$ cat config.mk
export PLATFORM = sky130hd
export DESIGN_NAME = uart_rx_ram_buf_flat
export DESIGN_NICKNAME = d
export VERILOG_FILES = /design/src/rtl/uart_rx_ram_buf_if.sv /design/src/rtl/uart_rx_ram_buf.sv /design/src/flat_wrapper.sv
export SDC_FILE = /design/constraint.sdc
export NUM_CORES = 1
export LEC_CHECK = 0
export CAP_MARGIN = 20
export CORE_UTILIZATION = 29
export DETAILED_ROUTE_END_ITERATION = 10
export PLACE_DENSITY = 0.53
export REMOVE_ABC_BUFFERS = 1
export SLEW_MARGIN = 20
export SYNTH_ARGS = -nofsm -noshare
export SYNTH_HDL_FRONTEND = slang
export SYNTH_SLANG_ARGS = --single-unit
$ cat constraint.sdc
create_clock -name clk -period 2.4 [get_ports clk]
set_input_delay 0.48 -clock clk [delete_from_list [all_inputs] [get_ports clk]]
set_output_delay 0.48 -clock clk [all_outputs]
set_load 0.005 [all_outputs]
$ cat src/rtl/uart_rx_ram_buf_if.sv
// Bundle of the UART receive side, consumer read side and status outputs
// of the byte buffer; the buffer itself takes the slave view.
interface uart_rx_ram_buf_if #(
   parameter int AW = 4
);
   logic [7:0]  rx_data;
   logic        rx_int;
   logic        rd_en;
   logic        clr_ovf;
   logic [7:0]  rd_data;
   logic        rd_valid;
   logic        empty;
   logic        full;
   logic [AW:0] count;
   logic        overflow;
   logic        byte_done;

   modport master (
      output rx_data, rx_int, rd_en, clr_ovf,
      input  rd_data, rd_valid, empty, full, count, overflow, byte_done
   );

   modport slave (
      input  rx_data, rx_int, rd_en, clr_ovf,
      output rd_data, rd_valid, empty, full, count, overflow, byte_done
   );
endinterface

$ cat src/rtl/uart_rx_ram_buf.sv
// Byte buffer behind a UART receiver: each falling edge of the busy flag
// pushes rx_data into a circular RAM, drained one byte per rd_en cycle.
module uart_rx_ram_buf #(
   parameter int DEPTH = 16,
   parameter int AW    = 4
) (
   input logic              clk,
   input logic              rst,
   uart_rx_ram_buf_if.slave bus
);
   localparam logic [AW:0]   CNT_ONE  = (AW+1)'(1);
   localparam logic [AW:0]   CNT_FULL = (AW+1)'(DEPTH);
   localparam logic [AW-1:0] PTR_ONE  = AW'(1);

   logic [7:0]    mem_q [DEPTH];

   logic [AW-1:0] wr_ptr_q, wr_ptr_d;
   logic [AW-1:0] rd_ptr_q, rd_ptr_d;
   logic [AW:0]   count_q, count_d;
   logic [7:0]    rd_data_q, rd_data_d;
   logic          rd_valid_q;
   logic          overflow_q, overflow_d;
   logic          rx_int_q;
   logic          byte_done_q;

   logic          empty;
   logic          full;
   logic          frame_end;
   logic          rd_accept;
   logic          wr_accept;
   logic          wr_drop;

   // Flags come only from registered count, so rd_en/rx_int never reach them.
   assign empty     = (count_q == '0);
   assign full      = (count_q == CNT_FULL);
   assign frame_end = rx_int_q & ~bus.rx_int;
   assign rd_accept = bus.rd_en & ~empty;
   assign wr_accept = frame_end & (~full | rd_accept);
   assign wr_drop   = frame_end & ~wr_accept;

   always_comb begin
      wr_ptr_d   = wr_ptr_q;
      rd_ptr_d   = rd_ptr_q;
      count_d    = count_q;
      rd_data_d  = rd_data_q;
      overflow_d = overflow_q;

      if (wr_accept) begin
         wr_ptr_d = wr_ptr_q + PTR_ONE;
      end
      if (rd_accept) begin
         rd_ptr_d  = rd_ptr_q + PTR_ONE;
         rd_data_d = mem_q[rd_ptr_q];
      end

      case ({wr_accept, rd_accept})
         2'b10:   count_d = count_q + CNT_ONE;
         2'b01:   count_d = count_q - CNT_ONE;
         default: count_d = count_q;
      endcase

      // A drop in the same cycle as clr_ovf keeps the flag set.
      if (bus.clr_ovf) begin
         overflow_d = 1'b0;
      end
      if (wr_drop) begin
         overflow_d = 1'b1;
      end
   end

   always_ff @(posedge clk) begin
      if (rst) begin
         wr_ptr_q    <= '0;
         rd_ptr_q    <= '0;
         count_q     <= '0;
         rd_data_q   <= '0;
         rd_valid_q  <= 1'b0;
         overflow_q  <= 1'b0;
         rx_int_q    <= 1'b0;
         byte_done_q <= 1'b0;
      end else begin
         wr_ptr_q    <= wr_ptr_d;
         rd_ptr_q    <= rd_ptr_d;
         count_q     <= count_d;
         rd_data_q   <= rd_data_d;
         rd_valid_q  <= rd_accept;
         overflow_q  <= overflow_d;
         rx_int_q    <= bus.rx_int;
         byte_done_q <= frame_end;
      end
   end

   // Storage is not reset; a full-and-reading write hits the slot being read,
   // which returns the old byte because the read samples before the edge.
   always_ff @(posedge clk) begin
      if (!rst && wr_accept) begin
         mem_q[wr_ptr_q] <= bus.rx_data;
      end
   end

   assign bus.rd_data   = rd_data_q;
   assign bus.rd_valid  = rd_valid_q;
   assign bus.empty     = empty;
   assign bus.full      = full;
   assign bus.count     = count_q;
   assign bus.overflow  = overflow_q;
   assign bus.byte_done = byte_done_q;
endmodule

$ cat src/flat_wrapper.sv
// flat-port wrapper written by rule: the top's interface ports become plain ports
module uart_rx_ram_buf_flat 
#(
   parameter int DEPTH = 16,
   parameter int AW    = 4
)
  (clk, rst, bus_rx_data, bus_rx_int, bus_rd_en, bus_clr_ovf, bus_rd_data, bus_rd_valid, bus_empty, bus_full, bus_count, bus_overflow, bus_byte_done);
  uart_rx_ram_buf_if #(.AW(AW)) bus_i ();
  input logic clk;
  input logic rst;
  input wire logic [$bits(bus_i.rx_data)-1:0] bus_rx_data;
  input wire logic [$bits(bus_i.rx_int)-1:0] bus_rx_int;
  input wire logic [$bits(bus_i.rd_en)-1:0] bus_rd_en;
  input wire logic [$bits(bus_i.clr_ovf)-1:0] bus_clr_ovf;
  output wire logic [$bits(bus_i.rd_data)-1:0] bus_rd_data;
  output wire logic [$bits(bus_i.rd_valid)-1:0] bus_rd_valid;
  output wire logic [$bits(bus_i.empty)-1:0] bus_empty;
  output wire logic [$bits(bus_i.full)-1:0] bus_full;
  output wire logic [$bits(bus_i.count)-1:0] bus_count;
  output wire logic [$bits(bus_i.overflow)-1:0] bus_overflow;
  output wire logic [$bits(bus_i.byte_done)-1:0] bus_byte_done;
  assign bus_i.rx_data = bus_rx_data;
  assign bus_i.rx_int = bus_rx_int;
  assign bus_i.rd_en = bus_rd_en;
  assign bus_i.clr_ovf = bus_clr_ovf;
  assign bus_rd_data = bus_i.rd_data;
  assign bus_rd_valid = bus_i.rd_valid;
  assign bus_empty = bus_i.empty;
  assign bus_full = bus_i.full;
  assign bus_count = bus_i.count;
  assign bus_overflow = bus_i.overflow;
  assign bus_byte_done = bus_i.byte_done;
  uart_rx_ram_buf #(.DEPTH(DEPTH), .AW(AW)) u_core (.clk(clk), .rst(rst), .bus(bus_i));
endmodule
==> summary.txt, run 1 <==
Run status
  • Status: completed

Drt
  • Routed Antenna Nets: 0
  • First-pass DRT Iterations: 4
  • Wire length per cell: 18.4 um
  • Post-Route WL: 13600 um
  • Vias per std cell: 4.67
  • Via count: 3461
  • Post-route DRC: 0
  • Iter 0 DRT Violations: 266

STA
  • RSZ-0062 raised after global routing: yes
  • Final Slew Violations: 0
  • Post-route minimum period: 2330 ps
  • F_max: 429 MHz
  • Final Setup Violations: 0
  • Fin Clk Skew: 6.53 ps
  • Worst-Margin Slew: 765 ps
  • Final hold viol count: 0
  • Slew HR: 48.9%
  • Tcrit/Tclk final: 97.2%
  • Worst Hold Slack: 491 ps

Yosys
  • Post-synth top area share: 62.3%
  • Number of synthesized flops with an enable pin: 128
  • Cell taking the most area after synthesis: edfxtp_1
  • Post-synthesis async set-or-reset flop share: 0%
  • Main combinational cell family by area after synthesis: multiplexers
  • Post-synthesis cell type count: 42
  • Top FF cell, synth: edfxtp_1
  • YS warnings: 0
  • Post-synthesis mux area share: 12.2%
  • Simple-gate share of the synthesized area: 7.85%
  • Cell Area, Synth: 6170 sq um
  • Sequential area share after synthesis: 70.4%
  • Synth Area in Compound Gates: 4.97%
  • Post-Synth XOR/XNOR Area: 0.852%
  • Cells after synthesis: 386
  • Syn_area_per_cell: 16.0 sq um
  • Largest cells by area after synthesis: edfxtp_1 (62%), dfxtp_1 (8.1%), mux2i_1 (6.0%)
  • #FFs+latches synth: 153
  • Post-synthesis adder-cell area fraction: 1.95%

Critical path
  • Startpoint types: flop
  • Setup CP Type: flop to flop
  • RR Startpoint: u_core.bus.count[1]$_SDFFE_PP0P_
  • Max stage delay on crit path: 550 ps
  • Crit-path cells: or4_4 -> buf_6 -> o21ai_4 -> nor2_4 -> fa_2 -> a21o_1 -> a21oi_2 -> mux2i_1 -> nand3_1
  • Reg2Reg Depth: 9
  • Reg2reg setup slack: 70 ps
  • Critical Path End Type: flop
  • CP max stage cell: or4_4
  • FF-to-FF End: u_core.bus.count[4]$_SDFFE_PP0P_
  • CP arrival: 2640 ps
  • Max FO, Critical Path: 4
  • Critical Path RT: 2710 ps

Place
  • Dpl cells: 707
  • RD Place Congestion: 0.782
  • IO Port Bufs: 30
  • DP Area: 7060 sq um
  • DP Wirelength: 8780 um

Hold path
  • Hold path depth: 2
  • Endpoint, Worst Hold: u_core.bus.overflow$_SDFFE_PP0P_
  • Hold/Removal Path Class: flop to flop
  • Hold Path Origin: u_core.bus.overflow$_SDFFE_PP0P_

Global route
  • Overall Global Routing Usage: 13.3%
  • Largest net degree at the start of global routing: 35
  • Initial antenna violation count: 0
  • GRT Residual Overflow: 0
  • Vias in the first global route: 3548
  • Global-route wire length before repair: 21000 um

Clocking
  • CTS tree: yes
  • CTS sink count: 153
  • Max clock buf depth: 2
  • H-tree levels: 4
  • CTS clock-pin slew for the worst setup and hold paths: 60 ps
  • Clk Latency, worst-skew pair: 420 ps
  • Num CTS Buffers: 17
  • Root Driver: clkbuf_16

Final layout
  • Fin cells: 741
  • Area growth, synth to finish: 25.6%
  • Design area: 7750 sq um
  • Layout fillers: 1936
  • Core Util, Final: 37.7%
  • Share of layout cells above drive strength 1: 21.7%
  • Nets: 480
  • ANT cells: 0

Floorplan
  • Die Width: 148 um
  • Placeable core area: 20600 sq um
  • Die Height: 148 um
  • DIE AREA: 21900 sq um
  • Initial Utilization: 30.0%
  • IO Pins: 31
  • Row Count: 52

Power
  • Worst vdd ir: 0.000481 V
  • Pwr dens: 1000 nW/um^2
  • Pleak: 2.54 nW
  • Tot Pwr: 7.78 mW

Flow run
  • Max-cap viol count: 0
[stage by stage]
stage / setup WS, ps / TNS, ps
2_1_floorplan: -336 / -2830
6_report: 68.1 / 0
5_1_grt: -27.4 / -27.4
4_1_cts: 18.1 / 0
3_3_place_gp: -164 / -5320
3_5_place_dp: -161 / -6160
[where the power goes]
group | switching, mW | leakage (nW) | internal, mW
clock | 1.07 | 0.302 | 1.85
sequential | 0.0613 | 1.36 | 2.97
combinational | 0.864 | 0.880 | 0.954
[routing by layer]
layer,track usage [%],routed length [um],up-vias
li1,-,-,1638
met5,0,0,-
met3,2.96,611,14
met1,17.6,6340,1741
met4,5.26,185,0
met2,21.1,6480,68
[worst max path at each step]
stage,end,cells after the start,from
floorplan,u_core.bus.rd_data[0]$_SDFFE_PP0P_,4,u_core.rd_ptr_q[2]$_SDFFE_PP0P_
global placement,u_core.mem_q[0][6]$_DFFE_PP_,8,bus_rd_en
detailed placement,u_core.mem_q[0][2]$_DFFE_PP_,8,bus_rd_en
CTS,u_core.bus.count[3]$_SDFFE_PP0P_,10,u_core.bus.count[3]$_SDFFE_PP0P_
global route,u_core.bus.count[4]$_SDFFE_PP0P_,9,u_core.bus.count[1]$_SDFFE_PP0P_
finish,u_core.bus.count[4]$_SDFFE_PP0P_,9,u_core.bus.count[1]$_SDFFE_PP0P_
[cell families after synthesis]
kind of cell,count (synthesis)
flip-flops,153
XOR/XNOR,6
buffers and inverters,26
AO/OA/AOI/OAI,42
AND/OR/NAND/NOR,95
multiplexers,55
adder cells (fa/ha/maj),9
[Yosys cell counts, drive strengths merged, types with 2 or more instances]
library cell	n
o22ai	16
nor2	35
buf	14
nor4	9
a21oi	4
a22o	7
o211ai	2
edfxtp	128
xnor2	4
mux4	16
a211oi	4
or3	2
nand3	4
nand2b	8
clkbuf	8
o21ai	2
a21o	2
nor3	14
inv	4
ha	8
dfxtp	25
nand2	9
mux2	2
xor2	2
nor2b	7
mux2i	37
[layout make-up]
type,instances,area [sq um],area share (%)
clock inverter,14,221,2.86
inverter,4,15.0,0.194
multi-input combinational,207,1730,22.4
sequential,153,4350,56.0
timing repair buffer,75,671,8.65
clock buffer,18,429,5.53
tap,270,338,4.36
[placed cells by master, fill, tap and decap left out, types with 3 or more instances in the layout]
cell	netlist	final
mux4_2	16	16
nor2_1	35	34
edfxtp_1	128	128
buf_4	0	41
a211oi_1	4	4
nand2b_1	8	8
clkinvlp_4	0	4
clkbuf_16	0	17
nand2_1	9	9
xnor2_1	4	4
a22o_1	7	7
nor4_1	8	8
bufinv_16	0	5
nor2b_1	7	7
o22ai_1	16	16
clkdlybuf4s50_1	0	29
a21oi_1	4	3
inv_1	4	4
nor3_1	14	14
mux2i_1	37	37
ha_1	8	8
nand3_1	4	4
dfxtp_1	25	24
[registers in the layout (all words and copies together), names as in the netlist]
register	count
u_core.mem_q	128
u_core.bus.rd_data	8
u_core.bus.count	5
u_core.rd_ptr_q	4
u_core.wr_ptr_q	4
u_core.bus.byte_done	1
u_core.bus.overflow	1
u_core.bus.rd_valid	1
u_core.rx_int_q	1
[worst max-delay path: cells and delay by family, from the launching register on]
family / cells / cell delay, ps
compound gates: 3 / 500
fa+ha+maj: 1 / 350
buf+inv: 1 / 140
flops: 1 / 310
mux: 1 / 200
simple gates: 3 / 700
[timing repair]
action	in CTS	in global routing
hold buffers	0	0
setup endpoints to repair	2	2
pin swaps	1	5
gates resized for setup	6	3
buffers inserted	1	1
Power figures use the tool's default switching activity.
==> run 2: changes to the inputs <==
ABC_CLOCK_PERIOD_IN_PS = 2400   (was not set)
==> results of run 2 <==
No change in the layout: final DEF, timing and power equal those of run 1.
